## src/rtl/cpu_io_bridge.sv

```systemverilog
// cpu_io_bridge: Z80 I/O bridge. Synchronises the asynchronous IORQ/RD/WR strobes,
// decodes the port address against NUM_CH base/mask windows, and runs one
// request/ack transaction per bus cycle, with an ack timeout and a sticky error flag.
module cpu_io_bridge #(
  parameter int                  NUM_CH      = 4,
  parameter logic [NUM_CH*8-1:0] CH_BASE     = 32'hA4A0_9C98,
  parameter logic [NUM_CH*8-1:0] CH_MASK     = 32'hFCFC_FCFC,
  parameter int                  SYNC_STAGES = 2,
  parameter int                  ACK_TIMEOUT = 16
) (
  input  logic              clk,
  input  logic              reset_n,
  input  logic [7:0]        bus_a,
  input  logic              iorq_n,
  input  logic              rd_n,
  input  logic              wr_n,
  input  logic [7:0]        cd_i,
  output logic [7:0]        cd_o,
  output logic              cd_oe,
  output logic              cs_n,
  output logic [NUM_CH-1:0] ch_req,
  output logic              ch_wr,
  output logic [1:0]        ch_addr,
  output logic [7:0]        ch_wdata,
  input  logic [NUM_CH*8-1:0] ch_rdata,
  input  logic [NUM_CH-1:0] ch_ack,
  output logic              err
);

  localparam int SEL_W = (NUM_CH > 1) ? $clog2(NUM_CH) : 1;
  localparam int CNT_W = $clog2(ACK_TIMEOUT);

  typedef enum logic [2:0] {
    S_IDLE,
    S_DECODE,
    S_REQ,
    S_WAIT,
    S_HOLD,
    S_RELEASE
  } state_t;

  // Strobe synchronisers; they reset to the deasserted (high) level.
  logic [SYNC_STAGES-1:0] iorq_sync_reg;
  logic [SYNC_STAGES-1:0] rd_sync_reg;
  logic [SYNC_STAGES-1:0] wr_sync_reg;
  logic                   s_rd;
  logic                   s_wr;

  // Shift the raw strobes through SYNC_STAGES flops each.
  always_ff @(posedge clk or negedge reset_n) begin
    if (!reset_n) begin
      iorq_sync_reg <= '1;
      rd_sync_reg   <= '1;
      wr_sync_reg   <= '1;
    end else begin
      iorq_sync_reg <= {iorq_sync_reg[SYNC_STAGES-2:0], iorq_n};
      rd_sync_reg   <= {rd_sync_reg[SYNC_STAGES-2:0], rd_n};
      wr_sync_reg   <= {wr_sync_reg[SYNC_STAGES-2:0], wr_n};
    end
  end

  assign s_rd = ~iorq_sync_reg[SYNC_STAGES-1] & ~rd_sync_reg[SYNC_STAGES-1];
  assign s_wr = ~iorq_sync_reg[SYNC_STAGES-1] & ~wr_sync_reg[SYNC_STAGES-1];

  // FSM state and registered outputs.
  state_t             state_reg, state_next;
  logic [7:0]         addr_reg, addr_next;
  logic [7:0]         data_reg, data_next;
  logic               rd_reg, rd_next;
  logic [SEL_W-1:0]   sel_reg, sel_next;
  logic [CNT_W-1:0]   cnt_reg, cnt_next;
  logic [7:0]         cd_o_reg, cd_o_next;
  logic               cd_oe_reg, cd_oe_next;
  logic               cs_n_reg, cs_n_next;
  logic [NUM_CH-1:0]  ch_req_reg, ch_req_next;
  logic               ch_wr_reg, ch_wr_next;
  logic [1:0]         ch_addr_reg, ch_addr_next;
  logic [7:0]         ch_wdata_reg, ch_wdata_next;
  logic               err_reg, err_next;

  // Address decode against the latched port address.
  logic [NUM_CH-1:0]  hit;
  logic               hit_any;
  logic [SEL_W-1:0]   hit_idx;

  generate
    for (genvar gi = 0; gi < NUM_CH; gi++) begin : g_decode
      assign hit[gi] = ((addr_reg & CH_MASK[gi*8 +: 8]) ==
                        (CH_BASE[gi*8 +: 8] & CH_MASK[gi*8 +: 8]));
    end
  endgenerate

  // Priority encoder: scanning downward leaves the lowest matching index.
  always_comb begin
    hit_any = 1'b0;
    hit_idx = '0;
    for (int i = NUM_CH - 1; i >= 0; i--) begin
      if (hit[i]) begin
        hit_any = 1'b1;
        hit_idx = SEL_W'(i);
      end
    end
  end

  logic       sel_ack;
  logic [7:0] sel_rdata;

  assign sel_ack   = ch_ack[sel_reg];
  assign sel_rdata = ch_rdata[{sel_reg, 3'b000} +: 8];

  // Next-state and next-output logic; ch_req defaults to 0 so it pulses for one cycle.
  always_comb begin
    state_next    = state_reg;
    addr_next     = addr_reg;
    data_next     = data_reg;
    rd_next       = rd_reg;
    sel_next      = sel_reg;
    cnt_next      = cnt_reg;
    cd_o_next     = cd_o_reg;
    cd_oe_next    = cd_oe_reg;
    cs_n_next     = cs_n_reg;
    ch_req_next   = '0;
    ch_wr_next    = ch_wr_reg;
    ch_addr_next  = ch_addr_reg;
    ch_wdata_next = ch_wdata_reg;
    err_next      = err_reg;

    case (state_reg)
      S_IDLE: begin
        if (s_rd ^ s_wr) begin
          addr_next  = bus_a;
          data_next  = cd_i;
          rd_next    = s_rd;
          state_next = S_DECODE;
        end else if (s_rd & s_wr) begin
          state_next = S_RELEASE;
        end
      end

      S_DECODE: begin
        if (hit_any) begin
          cs_n_next              = 1'b0;
          ch_req_next[hit_idx]   = 1'b1;
          sel_next               = hit_idx;
          ch_wr_next             = ~rd_reg;
          ch_addr_next           = addr_reg[1:0];
          ch_wdata_next          = data_reg;
          state_next             = S_REQ;
        end else begin
          state_next = S_RELEASE;
        end
      end

      S_REQ, S_WAIT: begin
        // An ack already present in the REQ cycle completes the access.
        if (sel_ack) begin
          if (rd_reg) cd_o_next = sel_rdata;
          cd_oe_next = rd_reg & s_rd;
          state_next = S_HOLD;
        end else if (state_reg == S_REQ) begin
          cnt_next   = '0;
          state_next = S_WAIT;
        end else if (cnt_reg == CNT_W'(ACK_TIMEOUT - 1)) begin
          err_next   = 1'b1;
          if (rd_reg) cd_o_next = 8'hFF;
          cd_oe_next = rd_reg & s_rd;
          state_next = S_HOLD;
        end else begin
          cnt_next = cnt_reg + 1'b1;
        end
      end

      S_HOLD: begin
        // Drive the pad only while the CPU is still reading.
        cd_oe_next = rd_reg & s_rd;
        if (!s_rd && !s_wr) begin
          cd_oe_next = 1'b0;
          cs_n_next  = 1'b1;
          state_next = S_IDLE;
        end
      end

      S_RELEASE: begin
        if (!s_rd && !s_wr) begin
          cd_oe_next = 1'b0;
          cs_n_next  = 1'b1;
          state_next = S_IDLE;
        end
      end

      default: state_next = S_IDLE;
    endcase
  end

  // State and output registers; reset drops any pending transaction at once.
  always_ff @(posedge clk or negedge reset_n) begin
    if (!reset_n) begin
      state_reg    <= S_IDLE;
      addr_reg     <= '0;
      data_reg     <= '0;
      rd_reg       <= 1'b0;
      sel_reg      <= '0;
      cnt_reg      <= '0;
      cd_o_reg     <= '0;
      cd_oe_reg    <= 1'b0;
      cs_n_reg     <= 1'b1;
      ch_req_reg   <= '0;
      ch_wr_reg    <= 1'b0;
      ch_addr_reg  <= '0;
      ch_wdata_reg <= '0;
      err_reg      <= 1'b0;
    end else begin
      state_reg    <= state_next;
      addr_reg     <= addr_next;
      data_reg     <= data_next;
      rd_reg       <= rd_next;
      sel_reg      <= sel_next;
      cnt_reg      <= cnt_next;
      cd_o_reg     <= cd_o_next;
      cd_oe_reg    <= cd_oe_next;
      cs_n_reg     <= cs_n_next;
      ch_req_reg   <= ch_req_next;
      ch_wr_reg    <= ch_wr_next;
      ch_addr_reg  <= ch_addr_next;
      ch_wdata_reg <= ch_wdata_next;
      err_reg      <= err_next;
    end
  end

  assign cd_o     = cd_o_reg;
  assign cd_oe    = cd_oe_reg;
  assign cs_n     = cs_n_reg;
  assign ch_req   = ch_req_reg;
  assign ch_wr    = ch_wr_reg;
  assign ch_addr  = ch_addr_reg;
  assign ch_wdata = ch_wdata_reg;
  assign err      = err_reg;

endmodule

```

## config.mk

```make
export PLATFORM = sky130hd
export DESIGN_NAME = cpu_io_bridge
export DESIGN_NICKNAME = d
export VERILOG_FILES = /design/src/rtl/cpu_io_bridge.sv
export SDC_FILE = /design/constraint.sdc
export NUM_CORES = 1
export LEC_CHECK = 0
export ABC_AREA = 0
export BUFFER_PORTS_ARGS = -buffer_cell sky130_fd_sc_hd__buf_2
export CAP_MARGIN = 5
export CORE_ASPECT_RATIO = 0.75
export CORE_MARGIN = 2
export CORE_UTILIZATION = 30
export CTS_BUF_LIST = sky130_fd_sc_hd__clkbuf_16
export CTS_CLUSTER_DIAMETER = 120
export DETAILED_ROUTE_END_ITERATION = 6
export GPL_TIMING_DRIVEN = 0
export SKIP_CTS_REPAIR_TIMING = 1
export SLEW_MARGIN = 20
export SYNTH_ARGS = -nofsm -noshare
export SYNTH_HDL_FRONTEND = slang
export SYNTH_SLANG_ARGS = --single-unit
```

## constraint.sdc

```tcl
create_clock -name clk -period 6.02 [get_ports clk]
set_clock_uncertainty 0.15 [all_clocks]
set_input_delay 0.602 -clock clk [delete_from_list [all_inputs] [get_ports clk]]
set_output_delay 0.602 -clock clk [all_outputs]
set_load 0.02 [all_outputs]
```

## After elaboration in Yosys (flattened, before gate mapping)

Cells that the tools add are included.
Widths: inputs -> output; s select.

| cells by class | value |
|---|---|
| bitwise operators | 11 |
| reductions and logical operators | 18 |
| add/sub/neg operators | 1 |
| $lt $le $gt $ge | 3 |
| equal/unequal tests | 21 |
| shift-type cells | 1 |
| mux-type cells | 38 |

Operator list:

| cell | number |
|---|---|
| $mux 8 | 5 |
| $shiftx 32x6->8 | 1 |
| $eq 6x6->1 const B | 4 |
| $mux 3 | 7 |
| $mux 4 | 4 |
| $mux 1 | 13 |
| $ne 3x3->1 const B | 4 |
| $pmux 3 s4 | 1 |
| $ne 2x2->1 const B | 5 |
| $reduce_and 3->1 | 3 |
| $mux 2 | 4 |
| $reduce_and 4->1 | 2 |
| $eq 3x2->1 const B | 2 |
| $eq 3x3->1 const B | 2 |
| $lt 2x3->1 const B | 2 |
| $not 1->1 | 6 |
| $reduce_and 5->1 | 1 |
| $add 4x1->4 const B | 1 |
| $and 1x1->1 | 4 |
| $eq 4x4->1 const B | 1 |
| $ne 4x4->1 const B | 1 |
| $reduce_and 2->1 | 2 |
| $reduce_bool 2->1 | 2 |
| $reduce_or 2->1 | 2 |
| other kinds (12) | 14 |

| word-level totals | value |
|---|---|
| input bits | 57 |
| output and inout bits | 26 |
| word-level logic and storage cells | 110 |
| register bits | 58 |

## Depth between registers and ports, before layout

Gate-level depths: netlist (run 1).

| logic depth | value |
|---|---|
| depth in word-level cells | 11 |
| depth in mapped cells | 7 |
| depth with buffers taken out | 7 |

## Worst setup path before layout (run 1)

OpenSTA, ideal clock, no wires.

| timing path | value |
|---|---|
| path kind | input -> register |
| start | input ch_ack[3] |
| end | register state_reg[2] |
| arrival | 1.903 ns |
| setup time | 0.128 ns |
| stages | 4 |
| buffers on the path | 0 |
| required time | 5.742 ns |
| setup slack | 3.839 ns |
| cell sequence | mux4_2 -> and4b_4 -> a311o_2 -> mux2_1 |

| on the way | value |
|---|---|
| word-level cells in the longest chain between the ends | 4 |
| elaborated cells on any way between the ends | 6 |
| classes of those cells | eq/ne (1); mux (4); reduce/logical (1) |

RTL lines:

| item | RTL line | source |
|---|---|---|
| from (decl) | 26 | `input logic [NUM_CH-1:0] ch_ack,` |
| $bmux 1 s2 (*) | 108 | `assign sel_ack = ch_ack[sel_reg];` |
| $mux 1 (implied by the code) (*) | 108 |  |
| $ne 4x4->1 (no source line) / $mux 3 (equally long branches) | - |  |
| $reduce_and 3->1 (no source line) / $pmux 3 s4 (equally long branches) | - |  |
| to (signal assigned) | 213 | `state_reg <= state_next;` |
| to (decl) | 66 | `state_t state_reg, state_next;` |

Mark *: on every way between the ends. The rest lies on a longest branch, timed or not. The select of a mux whose other input is x is not followed.
A chain may end at the register's enable or synchronous reset.

## Worst setup path in the final report (run 1)

| timing path | value |
|---|---|
| start | register addr_reg[3] |
| end | register state_reg[1] |

| on the way | value |
|---|---|
| word-level cells in the longest chain between the ends | 7 |
| elaborated cells on any way between the ends | 10 |
| classes of those cells | eq/ne (4); mux (6) |

RTL lines:

| item | RTL line | source |
|---|---|---|
| from (decl) | 67 | `logic [7:0] addr_reg, addr_next;` |
| from (signal assigned) | 214 | `addr_reg <= addr_next;` |
| $eq 6x6->1 | 88 | `assign hit[gi] = ((addr_reg & CH_MASK[gi*8 +: 8]) ==` |
| $mux 1 (3 in series) | 98 | `if (hit[i]) begin` |
| $mux 1 (*) | 98 |  |
| $mux 3 (*) | 141 | `if (hit_any) begin` |
| $pmux 3 s4 (*) | 128 | `case (state_reg)` |

Mark *: on every way between the ends. The rest lies on a longest branch, timed or not.

==> results of run 1 <==
==> cell usage in the layout, fill, tap and decap left out, drive strengths merged, types with 5 or more instances in the layout <==
master   n
inv      8
nor2     7
o21ai   15
buf     86
mux2    31
dfstp    7
dfrtp   51
mux4     9
clkbuf  11
clkinv   5
o22a     8
nand2    7
==> per-stage QoR <==
step / power [uW] / cell area (um^2) / utilization, % / cells / setup WS [ns]
global placement: 915 / 3190 / 37.5 / 384 / 3.65
CTS: 1410 / 3470 / 40.9 / 400 / 3.61
global route: 1480 / 3470 / 40.9 / 400 / 3.45
floorplan: 815 / 2640 / - / 194 / 3.84
detailed placement: 926 / 3190 / 37.5 / 384 / 3.63
finish: 1390 / 3470 / 40.9 / 400 / 3.65
==> path summary, 6_finish.rpt <==
check,from,end,slack [ns],cells past startpoint
setup / recovery,addr_reg[3]$_DFFE_PN0P_,state_reg[1]$_DFFE_PN0P_,3.65,5
max in group asynchronous,reset_n,data_reg[4]$_DFFE_PN0P_,5.05,1
min in group clk,rd_sync_reg[0]$_DFF_PN1_,rd_sync_reg[1]$_DFF_PN1_,0.20,0
setup reg to reg,addr_reg[3]$_DFFE_PN0P_,state_reg[1]$_DFFE_PN0P_,3.65,5
hold / removal,reset_n,cd_o[6]$_DFFE_PN0P_,0.20,1
hold reg to reg,rd_sync_reg[0]$_DFF_PN1_,rd_sync_reg[1]$_DFF_PN1_,0.20,0
==> power by group through the flow <==
| stage | Clock [uW] | Combinational (uW) | Sequential (uW) |
|---|---|---|---|
| finish | 477 | 353 | 562 |
| floorplan | 0 | 224 | 591 |
| CTS | 490 | 359 | 564 |
| global route | 510 | 390 | 578 |
| detailed placement | 0 | 357 | 569 |
| global placement | 0 | 350 | 565 |
==> layer usage <==
| metal | up-vias | track usage [%] | share of wire (%) | routed length (um) |
|---|---|---|---|---|
| met5 | - | 0 | 0 | 0 |
| met4 | 0 | 3.33 | 0.97 | 56 |
| met3 | 6 | 5.43 | 5.1 | 293 |
| met2 | 34 | 20.7 | 48 | 2790 |
| met1 | 941 | 16.1 | 46 | 2650 |
| li1 | 915 | - | - | - |
==> kinds of logic after synthesis <==
family                   count (synthesis)
AO/OA/AOI/OAI                           37
adder cells (fa/ha/maj)                  4
buffers and inverters                   14
flip-flops                              58
multiplexers                            40
AND/OR/NAND/NOR                         41
==> worst reg2reg max path, stage by stage (launching register included) <==
cell       delay [ns]
dfrtp_1          0.43
and3b_1          0.24
o2111ai_1        0.58
buf_2            0.38
o21ai_0          0.15
mux2_1           0.31
==> area by class of cell <==
cell class	count	area (um^2)
Tap cell	108	135
Clock inverter	7	60.1
Clock buffer	9	225
Timing Repair Buffer	82	413
Multi-Input combinational cell	122	1120
Sequential cell	58	1460
Buffer	6	33.8
Fill cell	825	5020
Inverter	8	30.0
==> flow_summary.json, run 1 <==
{
  "synth_flop_cell": "dfrtp_1",
  "synth_top_family_by_area": "multiplexers",
  "peakVddDrop_mv": 0.225,
  "ctsHtreeMaxLevel": 3,
  "outcome": "finished clean",
  "ys_warn_count": 0,
  "clock_latency_ns": 0.32,
  "die_h_um": 85.2,
  "hold_viol_final": 0,
  "grt_pass1_vias": 1969,
  "yosys.area_share.simple_pct": 8.72,
  "crit_arrival_ns": 2.42,
  "synth-xor-area-share_pct": 0,
  "syn_area_um2": 2640,
  "drtIter0Drc": 70,
  "cts_tree": "done",
  "cp-start-kind": "flop",
  "gp_congestion": 0.851,
  "power_frac_comb_pct": 25.4,
  "slew_violations": 0,
  "worst_ep_required_time_ns": 6.06,
  "synthMuxAreaShare_pct": 22.0,
  "cts_buffer_depth": 2,
  "layout_worst_path_cycle_share_pct": 39.4,
  "synthCells": 194,
  "syn_to_final_growth_pct": 31.6,
  "cp-end-kind": "flop",
  "max_slew_margin_pct": 52.2,
  "yosys-top-cells-count": "dfrtp_1 (51), mux2_2 (29), o21ai_0 (15)",
  "io_pins": 83,
  "power.share.clock_pct": 34.2,
  "path_max_fanout": 10,
  "switching_share_pct": 28.4,
  "fmax_mhz": 421,
  "synthAdderAreaFrac_pct": 1.90,
  "yosysTopAreaCellShare_pct": 48.3,
  "crit_path_top_delay_cell": "o2111ai_1",
  "hpwl_um": 4290,
  "cp_cell_sequence": "and3b_1, o2111ai_1, buf_2, o21ai_0, mux2_1",
  "cts_buffers": 9,
  "yosysMostFrequentCell": "dfrtp_1",
  "ant_nets": 0,
  "period_needed_ns": 2.37,
  "critPathTopFamily": "compound AO/OA/AOI/OAI gates",
  "p_seq_share_pct": 40.4,
  "avgViaCountPerCell": 4.74,
  "rsz0062_at_grt": "false",
  "die_area_um2": 9570,
  "io_buffers": 82,
  "dr.pass1.iters": 5,
  "intPower_uw": 997,
  "yosysTopAreaCell": "dfrtp_1",
  "crit_path_max_incr_delay_ns": 0.58,
  "powerDensity_nw_per_um2": 401,
  "path_clk_slew_ns": 0.05,
  "worstMarginPinSlew_ns": 0.717,
  "setup-violations-final": 0,
  "async_flop_share_pct": 100,
  "drive_gt1_share_pct": 48.6,
  "yosysSeqAreaShare_pct": 55.3,
  "start_util_pct": 31.1,
  "drc": 0,
  "antenna_found_initial": 0,
  "clock_sinks": 58,
  "grt_max_degree": 59,
  "crit_buf_inv": 1,
  "diodes": 0,
  "synth_edf_count": 0,
  "fin_setup_tns_ns": 0,
  "p_switching_uw": 395,
  "nets": 348,
  "root_buffer": "clkbuf_16",
  "wl_per_cell_um": 14.5,
  "synth_nets": 255,
  "fp-row-count": 29,
  "ys_types": 38,
  "die_x_um": 112,
  "path_class": "flop to flop",
  "p_leak_uw": 0.00164,
  "avgSynthCellArea_um2": 13.6,
  "drt_wl_total_um": 5790,
  "grt_pass1_wl_um": 9540,
  "cap_violations": 0,
  "grtUsageTotal_pct": 12.8,
  "grt_overflow_total": 0,
  "hold_ws_ns": 0.197,
  "synth.area.top_cells": "dfrtp_1 (48%), mux2_2 (12%), mux4_1 (8.0%), dfstp_2 (7.0%), o21ai_0 (2.8%)",
  "vias": 1896,
  "synth-seq-cells": 58,
  "hold_class": "input port to asynchronous set/reset pin",
  "core_um2": 8490,
  "synth-compound-area-share_pct": 9.62
}
(Power assumes the default switching activity.)
==> run 2: changes to the inputs <==
- clock period: 6.02 -> 2.5 ns (I/O delays scaled with it)
==> flow_summary.json, run 2 (synthesis results as in run 1) <==
{
  "regArea_um2": 1460,
  "drtIter0Drc": 70,
  "gp_congestion": 0.851,
  "mostFrequentLayoutCells": "buf_2 (84), dfrtp_1 (51), mux2_2 (29), o21ai_0 (15), clkbuf_16 (9)",
  "min_path_cells": 2,
  "die_x_um": 112,
  "crit_arrival_ns": 2.31,
  "antenna_found_initial": 0,
  "rsz0062_at_grt": "false",
  "post_dp_cell_area_um2": 3190,
  "io_buffers": 82,
  "min-delay-start": "cd_i[1]",
  "grt_pass1_vias": 1969,
  "drc": 0,
  "core_um2": 8490,
  "grtUsageTotal_pct": 12.8,
  "powerDensity_nw_per_um2": 951,
  "slew_violations": 0,
  "multi_input_area_um2": 1120,
  "path_class": "flop to flop",
  "setup-violations-final": 0,
  "avgViaCountPerCell": 4.74,
  "cts_tree": "done",
  "outcome": "finished clean",
  "cts_buffer_depth": 2,
  "layout_worst_path_cycle_share_pct": 90.3,
  "clock_sinks": 58,
  "diodes": 0,
  "fp-row-count": 29,
  "syn_to_final_growth_pct": 34.1,
  "clock_latency_ns": 0.32,
  "cap_violations": 0,
  "vias": 1924,
  "io_pins": 83,
  "die_area_um2": 9570,
  "path_clk_slew_ns": 0.05,
  "period_needed_ns": 2.26,
  "layout_commonest_cell": "buf_2",
  "worstRegToRegCells": 6,
  "cp-start-kind": "flop",
  "r2r-start": "iorq_sync_reg[1]$_DFF_PN1_",
  "nets": 354,
  "worst_ep_required_time_ns": 2.55,
  "worstMarginPinSlew_ns": 0.720,
  "fmax_mhz": 443,
  "path_max_fanout": 10,
  "cts_buffers": 9,
  "hpwl_um": 4290,
  "max_slew_margin_pct": 52.0,
  "drive_gt1_share_pct": 48.0,
  "p_leak_uw": 0.00166,
  "dr.pass1.iters": 4,
  "start_util_pct": 31.1,
  "ctsHtreeMaxLevel": 3,
  "grt_max_degree": 59,
  "power_uw": 3370,
  "peakVddDrop_mv": 0.542,
  "cp-startpoint": "iorq_sync_reg[1]$_DFF_PN1_",
  "ant_nets": 0,
  "wl_per_cell_um": 14.4,
  "fin_area_um2": 3540,
  "grt_overflow_total": 0,
  "cp-end-kind": "flop",
  "hold_class": "input port to flop",
  "grt_pass1_wl_um": 9540,
  "fin_setup_tns_ns": 0,
  "fillers": 821,
  "dp_cells": 384,
  "instances_no_fill": 406,
  "drt_wl_total_um": 5840,
  "die_h_um": 85.2,
  "hold_viol_final": 0,
  "root_buffer": "clkbuf_16"
}
[run 2: power by group]
group	total [uW]	switching [uW]	internal, uW
registers	1350	163	1190
logic	863	403	460
clock network	1150	392	756
total	3370	958	2410
[run 2: metrics by stage]
step / util, % / setup slack [ns] / hold WS, ns
finish: 41.7 / 0.242 / 0.0120
global route: 41.7 / 0.125 / 0.00451
CTS: 40.9 / 0.0948 / -0.134
detailed placement: 37.5 / 0.114 / 0.197
global placement: 37.5 / 0.144 / 0.197
floorplan: - / 0.416 / -0.196
[run 2: worst max-delay path: stages, from the launching register on]
cell     delay [ns]
dfstp_2        0.36
or2_2          0.30
ha_1           0.30
and3_1         0.14
buf_2          0.22
buf_2          0.30
mux2_2         0.37
[run 2: per-layer routing]
layer  global-route usage, %  share of wire (%)
met2                    20.7                 49
met3                    5.43                5.0
met5                       0                  0
met1                    16.1                 45
met4                    3.33               0.96
[run 2: layout make-up]
| cell class | count | share of cell area [%] |
|---|---|---|
| plain buffers | 6 | 0.954 |
| clock buffers | 9 | 6.36 |
| clock inverters | 7 | 1.70 |
| inverters | 8 | 0.848 |
| multi-input cells | 122 | 31.7 |
| flip-flops and latches | 58 | 41.3 |
| well taps | 108 | 3.82 |
| repair buffers | 88 | 13.4 |
[run 2: final timing paths]
check | endpoint | slack [ns]
max | data_reg[6]$_DFFE_PN0P_ | 0.24
min | data_reg[1]$_DFFE_PN0P_ | 0.01
max reg2reg | data_reg[6]$_DFFE_PN0P_ | 0.24
min reg2reg | rd_sync_reg[1]$_DFF_PN1_ | 0.20
max in group asynchronous | data_reg[4]$_DFFE_PN0P_ | 1.32
min in group asynchronous | cd_o[6]$_DFFE_PN0P_ | 0.41
